File: src/rtl/xillybus_rd_packetizer_pkg.sv
// Shared types and default widths for the Xillybus read packetizer.
// Optional statistics counters are enabled with XRP_STATS_EN.
package xrp_pkg;

  localparam int DEF_DW = 32;
  localparam int DEF_AW = 4;
  localparam int DEF_LW = 16;

  typedef enum logic {
    STREAM = 1'b0,
    DONE   = 1'b1
  } state_t;

endpackage

File: src/rtl/xillybus_rd_packetizer_if.sv
// Producer and Xillybus read-stream signals of the packetizer.
// master = HLS core / host side, slave = packetizer.
interface xrp_if
  import xrp_pkg::*;
#(
  parameter int DW = DEF_DW,
  parameter int LW = DEF_LW
);

  logic [DW-1:0] in_din;
  logic          in_write;
  logic          in_full_n;
  logic [LW-1:0] pkt_len;
  logic          user_r_rden;
  logic          user_r_empty;
  logic [DW-1:0] user_r_data;
  logic          user_r_eof;
  logic          user_r_open;
  logic          overflow;

  modport master (
    output in_din,
    output in_write,
    output pkt_len,
    output user_r_rden,
    output user_r_open,
    input  in_full_n,
    input  user_r_empty,
    input  user_r_data,
    input  user_r_eof,
    input  overflow
  );

  modport slave (
    input  in_din,
    input  in_write,
    input  pkt_len,
    input  user_r_rden,
    input  user_r_open,
    output in_full_n,
    output user_r_empty,
    output user_r_data,
    output user_r_eof,
    output overflow
  );

endinterface

File: src/rtl/xillybus_rd_packetizer_fifo.sv
// Synchronous FIFO, AW+1 bit pointers, registered dout, sync clear.
// A write at full is taken only when a read frees a slot that cycle.
module xrp_sync_fifo
  import xrp_pkg::*;
#(
  parameter int DW = DEF_DW,
  parameter int AW = DEF_AW
) (
  input  logic          clk,
  input  logic          rst_n,
  input  logic          clr,
  input  logic          wr_en,
  input  logic [DW-1:0] din,
  input  logic          rd_en,
  output logic [DW-1:0] dout,
  output logic          full,
  output logic          empty
);

  logic [DW-1:0] mem [2**AW];
  logic [AW:0]   wr_ptr;
  logic [AW:0]   rd_ptr;
  logic          rd_ok;
  logic          wr_ok;

  assign empty = (wr_ptr == rd_ptr);
  assign full  = (wr_ptr[AW] != rd_ptr[AW]) &&
                 (wr_ptr[AW-1:0] == rd_ptr[AW-1:0]);

  assign rd_ok = rd_en && !empty;
  assign wr_ok = wr_en && (!full || rd_ok);

  always_ff @(posedge clk) begin
    if (wr_ok && !clr)
      mem[wr_ptr[AW-1:0]] <= din;
  end

  always_ff @(posedge clk or negedge rst_n) begin
    if (!rst_n) begin
      wr_ptr <= '0;
      rd_ptr <= '0;
      dout   <= '0;
    end else if (clr) begin
      wr_ptr <= '0;
      rd_ptr <= '0;
    end else begin
      if (wr_ok)
        wr_ptr <= wr_ptr + 1'b1;
      if (rd_ok) begin
        rd_ptr <= rd_ptr + 1'b1;
        dout   <= mem[rd_ptr[AW-1:0]];
      end
    end
  end

endmodule

File: src/rtl/xillybus_rd_packetizer.sv
// HLS ap_fifo to Xillybus read-stream bridge with per-session EOF.
// Define XRP_STATS_EN to add word_count / pkt_count outputs.
module xillybus_rd_packetizer
  import xrp_pkg::*;
#(
  parameter int DW = DEF_DW,
  parameter int AW = DEF_AW,
  parameter int LW = DEF_LW
) (
  input  logic        bus_clk,
  input  logic        bus_rst_n,
  xrp_if.slave        bus
`ifdef XRP_STATS_EN
  ,
  output logic [31:0] word_count,
  output logic [31:0] pkt_count
`endif
);

  state_t        state;
  logic [LW-1:0] cnt;
  logic [LW-1:0] len_q;
  logic [LW-1:0] len_eff;
  logic          last;
  logic          rd_acc;
  logic          wr_req;
  logic          ovf_ev;
  logic          ovf_q;
  logic          fifo_full;
  logic          fifo_empty;
  logic [DW-1:0] fifo_dout;

  assign rd_acc = bus.user_r_open && (state == STREAM) &&
                  bus.user_r_rden && !fifo_empty;
  assign wr_req = bus.user_r_open && bus.in_write;
  assign ovf_ev = wr_req && fifo_full && !rd_acc;

  // Length is taken live on the first read of a session, latched after.
  assign len_eff = (cnt == '0) ? bus.pkt_len : len_q;
  assign last    = (len_eff != '0) && (cnt == len_eff - LW'(1));

  xrp_sync_fifo #(
    .DW (DW),
    .AW (AW)
  ) u_fifo (
    .clk   (bus_clk),
    .rst_n (bus_rst_n),
    .clr   (!bus.user_r_open),
    .wr_en (wr_req),
    .din   (bus.in_din),
    .rd_en (rd_acc),
    .dout  (fifo_dout),
    .full  (fifo_full),
    .empty (fifo_empty)
  );

  always_ff @(posedge bus_clk or negedge bus_rst_n) begin
    if (!bus_rst_n) begin
      state <= STREAM;
      cnt   <= '0;
      len_q <= '0;
      ovf_q <= 1'b0;
    end else if (!bus.user_r_open) begin
      state <= STREAM;
      cnt   <= '0;
      ovf_q <= 1'b0;
    end else begin
      if (ovf_ev)
        ovf_q <= 1'b1;
      if (rd_acc) begin
        cnt <= cnt + LW'(1);
        if (cnt == '0)
          len_q <= bus.pkt_len;
        if (last)
          state <= DONE;
      end
    end
  end

  // Closed channel never back-pressures the HLS core.
  assign bus.in_full_n    = !bus.user_r_open || !fifo_full;
  assign bus.user_r_empty = (state == DONE) || fifo_empty;
  assign bus.user_r_eof   = (state == DONE);
  assign bus.user_r_data  = fifo_dout;
  assign bus.overflow     = ovf_q;

`ifdef XRP_STATS_EN
  always_ff @(posedge bus_clk or negedge bus_rst_n) begin
    if (!bus_rst_n) begin
      word_count <= '0;
      pkt_count  <= '0;
    end else begin
      if (rd_acc)
        word_count <= word_count + 32'd1;
      if (rd_acc && last)
        pkt_count <= pkt_count + 32'd1;
    end
  end
`endif

endmodule

File: src/flat_wrapper.sv
// flat-port wrapper written by rule: the top's interface ports become plain ports
module xillybus_rd_packetizer_flat import xrp_pkg::*;
#(
  parameter int DW = DEF_DW,
  parameter int AW = DEF_AW,
  parameter int LW = DEF_LW
)
  (bus_clk, bus_rst_n, bus_in_din, bus_in_write, bus_pkt_len, bus_user_r_rden, bus_user_r_open, bus_in_full_n, bus_user_r_empty, bus_user_r_data, bus_user_r_eof, bus_overflow);
  xrp_if #(.DW(DW), .LW(LW)) bus_i ();
  input  logic bus_clk;
  input  logic bus_rst_n;
  input wire logic [$bits(bus_i.in_din)-1:0] bus_in_din;
  input wire logic [$bits(bus_i.in_write)-1:0] bus_in_write;
  input wire logic [$bits(bus_i.pkt_len)-1:0] bus_pkt_len;
  input wire logic [$bits(bus_i.user_r_rden)-1:0] bus_user_r_rden;
  input wire logic [$bits(bus_i.user_r_open)-1:0] bus_user_r_open;
  output wire logic [$bits(bus_i.in_full_n)-1:0] bus_in_full_n;
  output wire logic [$bits(bus_i.user_r_empty)-1:0] bus_user_r_empty;
  output wire logic [$bits(bus_i.user_r_data)-1:0] bus_user_r_data;
  output wire logic [$bits(bus_i.user_r_eof)-1:0] bus_user_r_eof;
  output wire logic [$bits(bus_i.overflow)-1:0] bus_overflow;
  assign bus_i.in_din = bus_in_din;
  assign bus_i.in_write = bus_in_write;
  assign bus_i.pkt_len = bus_pkt_len;
  assign bus_i.user_r_rden = bus_user_r_rden;
  assign bus_i.user_r_open = bus_user_r_open;
  assign bus_in_full_n = bus_i.in_full_n;
  assign bus_user_r_empty = bus_i.user_r_empty;
  assign bus_user_r_data = bus_i.user_r_data;
  assign bus_user_r_eof = bus_i.user_r_eof;
  assign bus_overflow = bus_i.overflow;
  xillybus_rd_packetizer #(.DW(DW), .AW(AW), .LW(LW)) u_core (.bus_clk(bus_clk), .bus_rst_n(bus_rst_n), .bus(bus_i));
endmodule
File: config.mk
export PLATFORM = sky130hd
export DESIGN_NAME = xillybus_rd_packetizer_flat
export DESIGN_NICKNAME = d
export VERILOG_FILES = /design/src/rtl/xillybus_rd_packetizer_pkg.sv /design/src/rtl/xillybus_rd_packetizer_if.sv /design/src/rtl/xillybus_rd_packetizer_fifo.sv /design/src/rtl/xillybus_rd_packetizer.sv /design/src/flat_wrapper.sv
export SDC_FILE = /design/constraint.sdc
export NUM_CORES = 1
export LEC_CHECK = 0
export ABC_CLOCK_PERIOD_IN_PS = 9100
export CORE_ASPECT_RATIO = 1.5
export CORE_MARGIN = 5
export CORE_UTILIZATION = 55
export CTS_BUF_LIST = sky130_fd_sc_hd__clkbuf_16
export CTS_CLUSTER_SIZE = 10
export DETAILED_ROUTE_END_ITERATION = 10
export PLACE_DENSITY = 0.73
export REMOVE_ABC_BUFFERS = 1
export SLEW_MARGIN = 20
export SYNTH_ARGS = -nofsm -noshare
export SYNTH_HDL_FRONTEND = slang
export SYNTH_HIERARCHICAL = 1
export SYNTH_SLANG_ARGS = --single-unit
File: constraint.sdc
create_clock -name bus_clk -period 9.1 [get_ports bus_clk]
set_input_delay 2.275 -clock bus_clk [delete_from_list [all_inputs] [get_ports bus_clk]]
set_output_delay 2.275 -clock bus_clk [all_outputs]
set_load 0.1 [all_outputs]
# == Yosys cells after proc, flatten, opt, wreduce, memory -nomap -nowiden ==
# Memory sizes are Yosys's and may differ from the RTL's. A register that Yosys moved wholly into a read port is not among the register bits.
# Index checks and enable logic that the tools add are counted.
# op_classes
n_addsub,4
n_eq_ne,9
mux,14
n_bitwise,1
reduce_logical,24
# op_table
operator,n
2-to-1 mux 16 bit,3
2-to-1 mux 5 bit,4
"adder 16 x 1 -> 16 bit, second input constant",1
== test 16 bit,1
zero test 16 bit,1
nonzero test 16 bit,1
"subtractor 16 x 1 -> 16 bit, second input constant",1
logical AND 1 bit,11
"adder 5 x 1 -> 5 bit, second input constant",2
"!= test 2 x 1 -> 1 bit, second input constant",5
2-to-1 mux 1 bit,7
AND reduction 2 bit,3
== test 5 bit,1
zero test 1 bit,5
== test 4 bit,1
logical OR 1 bit,3
!= test 1 bit,1
NOT 1 bit,1
# word_totals
ff_bits,44
mem_bits_rw,512
inputBits,53
out_inout_bits,36
elab_cells,59
mem_count,1
# memory_table
name,depth,width,read_ports,rd_ports_with_merged_regs,write_ports,line_no,text
u_core.u_fifo.mem,16,32,1,1,1,xillybus_rd_packetizer_fifo.sv:20,logic [DW-1:0] mem [2**AW];

# == Longest topological paths before layout ==
# logic_depth
word_depth,10
ltp_mapped,16
ltp_nobuf,15

# == By module ==
# Netlist, hierarchy kept.
# modules_own_cells
module,instances,cells_each,area_per_inst_um2,seq_area_each_um2
xrp_sync_fifo,1,938,21033.9,16425.8
xillybus_rd_packetizer,1,293,2563.7,850.8

# == Worst setup path after synthesis ==
# Ideal clock, no wire load.
# synth_path
path_kind,input -> register
from,in bus_user_r_rden
to,mem u_core/u_fifo/mem[0][0] (netlist name) (enable)
arrival_time_ns,5.512
required_time_ns,8.639
setup_slack_ns,3.127
path_stages,7
n_path_buf,1
path_cell_list,inv_1 nor2_1 and2_1 buf_2 o311a_1 nand2_1 nor3_1
# synth_via
elab_chain_len,8
# synth_lines
element,line_no,text
from (decl),flat_wrapper.sv:15,input wire logic [$bits(bus_i.user_r_rden)-1:0] bus_user_r_rden;
logical AND 1 bit,xillybus_rd_packetizer.sv:33,assign rd_acc = bus.user_r_open && (state == STREAM) &&
logical AND 1 bit,xillybus_rd_packetizer.sv:34,bus.user_r_rden && !fifo_empty;
net u_core.rd_acc,xillybus_rd_packetizer.sv:25,logic rd_acc;
logical AND 1 bit,xillybus_rd_packetizer_fifo.sv:30,assign rd_ok = rd_en && !empty;
logical OR 1 bit,xillybus_rd_packetizer_fifo.sv:31,assign wr_ok = wr_en && (!full || rd_ok);
logical AND 1 bit,xillybus_rd_packetizer_fifo.sv:31,
logical AND 1 bit,xillybus_rd_packetizer_fifo.sv:34,if (wr_ok && !clr)
2-to-1 mux 1 bit,xillybus_rd_packetizer_fifo.sv:34,
2-to-1 mux 1 bit (implied by the code),xillybus_rd_packetizer_fifo.sv:35,mem[wr_ptr[AW-1:0]] <= din;
to (decl),xillybus_rd_packetizer_fifo.sv:20,
# The timed path passes the listed nets, and every way through them passes these cells.

# == Final worst setup path ==
# layout_path
from,in bus_user_r_open
to,out bus_in_full_n
# layout_via
elab_chain_len,2
# layout_lines
element,line_no,text
from (decl),flat_wrapper.sv:16,input wire logic [$bits(bus_i.user_r_open)-1:0] bus_user_r_open;
zero test 1 bit,--,
logical OR 1 bit,xillybus_rd_packetizer.sv:81,assign bus.in_full_n = !bus.user_r_open || !fifo_full;
to (decl),flat_wrapper.sv:17,output wire logic [$bits(bus_i.in_full_n)-1:0] bus_in_full_n;
# No other way between the ends.

==> summary.txt <==
Die
  – Die ar.: around 47,000 µm²
  – Initial Utilization: 55.3%
  – Die Ht: roughly 260 µm
  – Ports: 89
  – Core Region: 42,700 µm²
  – Die Wd: 179 µm
  – FP Rows: between 90 and 100

Clock network
  – Num CTS Buffers: 68
  – Clock latency on the worst-skew pair: roughly 0.58 ns
  – Post_cts resized: 0
  – # hold bufs at CTS: 0
  – H-Tree Depth: 3
  – Clock Tree Root: clkbuf_16
  – CTS tree: built
  – Total setup buffers inserted after CTS: 0
  – Clk sink count: 588
  – Clock Path Buffers: 3
  – Clock-pin slew on the worst setup and hold paths: 0.05 ns

Flow run
  – Max Cap Viol: 0

GRT
  – Largest net degree at the start of global routing: 70
  – Antenna violations before repair: 1
  – Total GRT Usage: between 20% and 30%
  – Gr ovfl total: 0
  – First-pass GRT wire length: 76,800 µm
  – Vias in the first global route: 12,800

Place
  – Port-buffer cells: 88
  – Gp weighted congestion: 0.917
  – DP HPWL: 28,900 µm

Synthesis
  – Synth Cell Area: 23,600 µm²
  – Top-area cell type share of the netlist area: 65.2%
  – Synth Warn #: 6
  – Synth area leader: edfxtp_1
  – Main synth FF type: edfxtp_1
  – Mapped Cells: approximately 1,200
  – Synth top area cells: edfxtp_1, mux4_2, dfrtp_1
  – Cell variety after synth: 57
  – Syn avg cell area: approximately 19 µm²
  – Asr flop ratio synth: between 10% and 20%
  – Number of synthesized flops with an enable pin: 512
  – Synthesized flop and latch total: 588
  – Register area share after synthesis: 73.2%

Critical path
  – Critical Path RT: roughly 6.8 ns
  – Crit-path max FO: 13
  – Worst EP arrival: roughly 4.3 ns
  – R2R depth: 10
  – Startpoint types: primary input
  – Critical path endpoint category: output pin
  – Critical path type: primary input to output pin

Cells and area
  – Layout cells sized above 1: 22.4%
  – Area Overhead vs Synth: 15.9%
  – Ant diodes: 0
  – Fin util: 64.0%
  – Filler instances: between 2,000 and 3,000
  – Final #Nets: 1,416

Status
  – Status: complete, no violations

Routing
  – DR DRC count: 0
  – Initial DRC count: slightly above 1,000
  – Wirelength, routed: 50,100 µm
  – Drt wl/cell: 25.3 µm
  – Post-route ant nets: 0
  – Vias post-DR: 12,100
  – Detailed-route vias per instance: approximately 6.1
  – First-pass iteration count of the detailed router: 6

Timing
  – RSZ-0062 raised after global routing: no
  – Fin. Hold Viols: 0
  – Relative slew slack: between 30% and 40%
  – Final setup fails: 0
  – Clock Skews: 0.0219 ns
  – Fin crit share: 72.0%
  – Max Freq: 153 MHz
  – Min Tclk post-route: 6.55 ns
  – Worst Tran Pin Value: 1.02 ns
  – Max-slew violation count: 0

Min path
  – Worst hold path class: flop to flop
  – Worst hold path cell count: 1

Power and ir drop
  – Power consumption: 6.08 mW
  – Worst vdd ir: 0.187 mV
  – Leakage: 9.09 nW
  – PD cells: 222 nW/µm²
-- per-stage QoR --
step / std cells / setup WS, ns / cell area, µm² / TNS [ns] / hold slack, ns
after floorplan: 1165 / -0.713 / 23300 / -91.19 / 0.514
after global routing: 1979 / 2.48 / 27300 / 0 / 0.515
final: 1979 / 2.55 / 27300 / 0 / 0.504
after CTS: 1978 / 2.55 / 27300 / 0 / 0.506
after detailed placement: 1853 / 2.56 / 25300 / 0 / 0.495
after global placement: 1848 / 2.50 / 25200 / 0 / 0.488
-- cells in the final DEF (no fill, tap or decap), types with 3 or more instances in the layout --
cell type	Yosys	routed
mux2_2	48	48
nand4b_1	3	3
a21oi_1	13	13
o21ai_0	16	16
xor2_1	19	19
nand4_1	8	8
nor4_1	8	7
clkbuf_16	0	70
a22oi_1	64	64
clkdlybuf4s50_1	0	87
inv_1	9	60
buf_16	0	5
clkinv_8	0	3
ha_1	9	9
dfrtp_1	76	74
buf_4	7	25
mux2i_1	14	14
nor2_1	47	34
nand3_1	13	13
and3_1	5	5
o211ai_1	4	4
edfxtp_1	512	512
nor3_2	0	4
nor3b_1	3	3
nor3_1	20	16
o31ai_1	4	4
or3_1	9	9
nor2_4	0	13
nand2_1	58	58
xnor2_1	31	31
and2_1	8	7
mux4_2	128	128
nand2b_1	3	3
-- sequential cells by signal, summed over array words and instances (netlist names) --
| signal | flops |
|---|---|
| u_core/len_q | 16 |
| u_core/u_fifo/rd_ptr | 5 |
| u_core/bus.user_r_eof | 1 |
| u_core/u_fifo/wr_ptr | 5 |
| u_core/u_fifo/dout | 32 |
| u_core/u_fifo/mem | 512 |
| u_core/cnt | 16 |
| u_core/bus.overflow | 1 |
-- critical path: stages --
cell and delay (ns):
clkdlybuf4s50_1 0.69, nand2_1 0.16, clkdlybuf4s50_1 1.15
-- path summary, 6_finish.rpt --
kind                                                startpoint                                  end  slack (ns)
max in group asynchronous                            bus_rst_n  u_core/u_fifo/rd_ptr[0]$_DFFE_PN0P_        6.27
min                         u_core/u_fifo/dout[21]$_DFFE_PN0P_   u_core/u_fifo/dout[21]$_DFFE_PN0P_        0.50
min in group asynchronous                            bus_rst_n          u_core/len_q[5]$_DFFE_PN0P_        1.62
max                                            bus_user_r_open                        bus_in_full_n        2.55
max reg2reg                u_core/u_fifo/rd_ptr[1]$_DFFE_PN0P_    u_core/u_fifo/mem[8][7]$_DFFE_PP_        4.30
min reg2reg                 u_core/u_fifo/dout[21]$_DFFE_PN0P_   u_core/u_fifo/dout[21]$_DFFE_PN0P_        0.50
-- metal layers --
metal	share of wire, %	wire length, µm	track usage (%)	vias to the layer above
li1	-	-	-	5241
met1	38	19100	27.9	6386
met2	54	26800	37.5	414
met3	5.7	2840	4.15	85
met4	2.6	1330	7.21	2
met5	0.026	13	0	-
-- cell type report --
type                    count  area (µm²)  share of cell area (%)
clock inverters            55         249                   0.911
flip-flops and latches    588       17300                    63.2
inverters                  10        37.5                   0.137
well taps                 570         713                    2.61
repair buffers            119        1230                    4.49
clock buffers              70        1750                    6.41
multi-input cells         567        6080                    22.2
-- synthesized netlist by cell type, types with 4 or more instances --
master,count
buf_1,4
a22oi_1,64
and2_1,8
mux2i_1,14
o21ai_0,16
and3_1,5
o31ai_1,4
nand4_1,8
buf_6,8
xnor2_1,31
a21oi_1,13
nor4_1,8
mux4_2,128
nor3_1,20
inv_1,9
clkbuf_1,37
ha_1,9
dfrtp_1,76
nor2_1,47
o211ai_1,4
buf_2,9
xor2_1,19
edfxtp_1,512
nand2_1,58
nand3_1,13
mux2_2,48
buf_4,7
or3_1,9
-- where the power goes --
part	internal (mW)	switching, mW
clock	1.39	1.01
sequential	3.01	0.0691
combinational	0.194	0.415
-- cell families after synthesis --
family	after synthesis	share of synthesized area, %
flip-flops	588	73.2
AND/OR/NAND/NOR	202	4.28
multiplexers	190	15.1
AO/OA/AOI/OAI	116	3.45
buffers and inverters	76	1.63
XOR/XNOR	50	1.86
adder cells (fa/ha/maj)	9	0.477
Power figures use the tool's default switching activity.
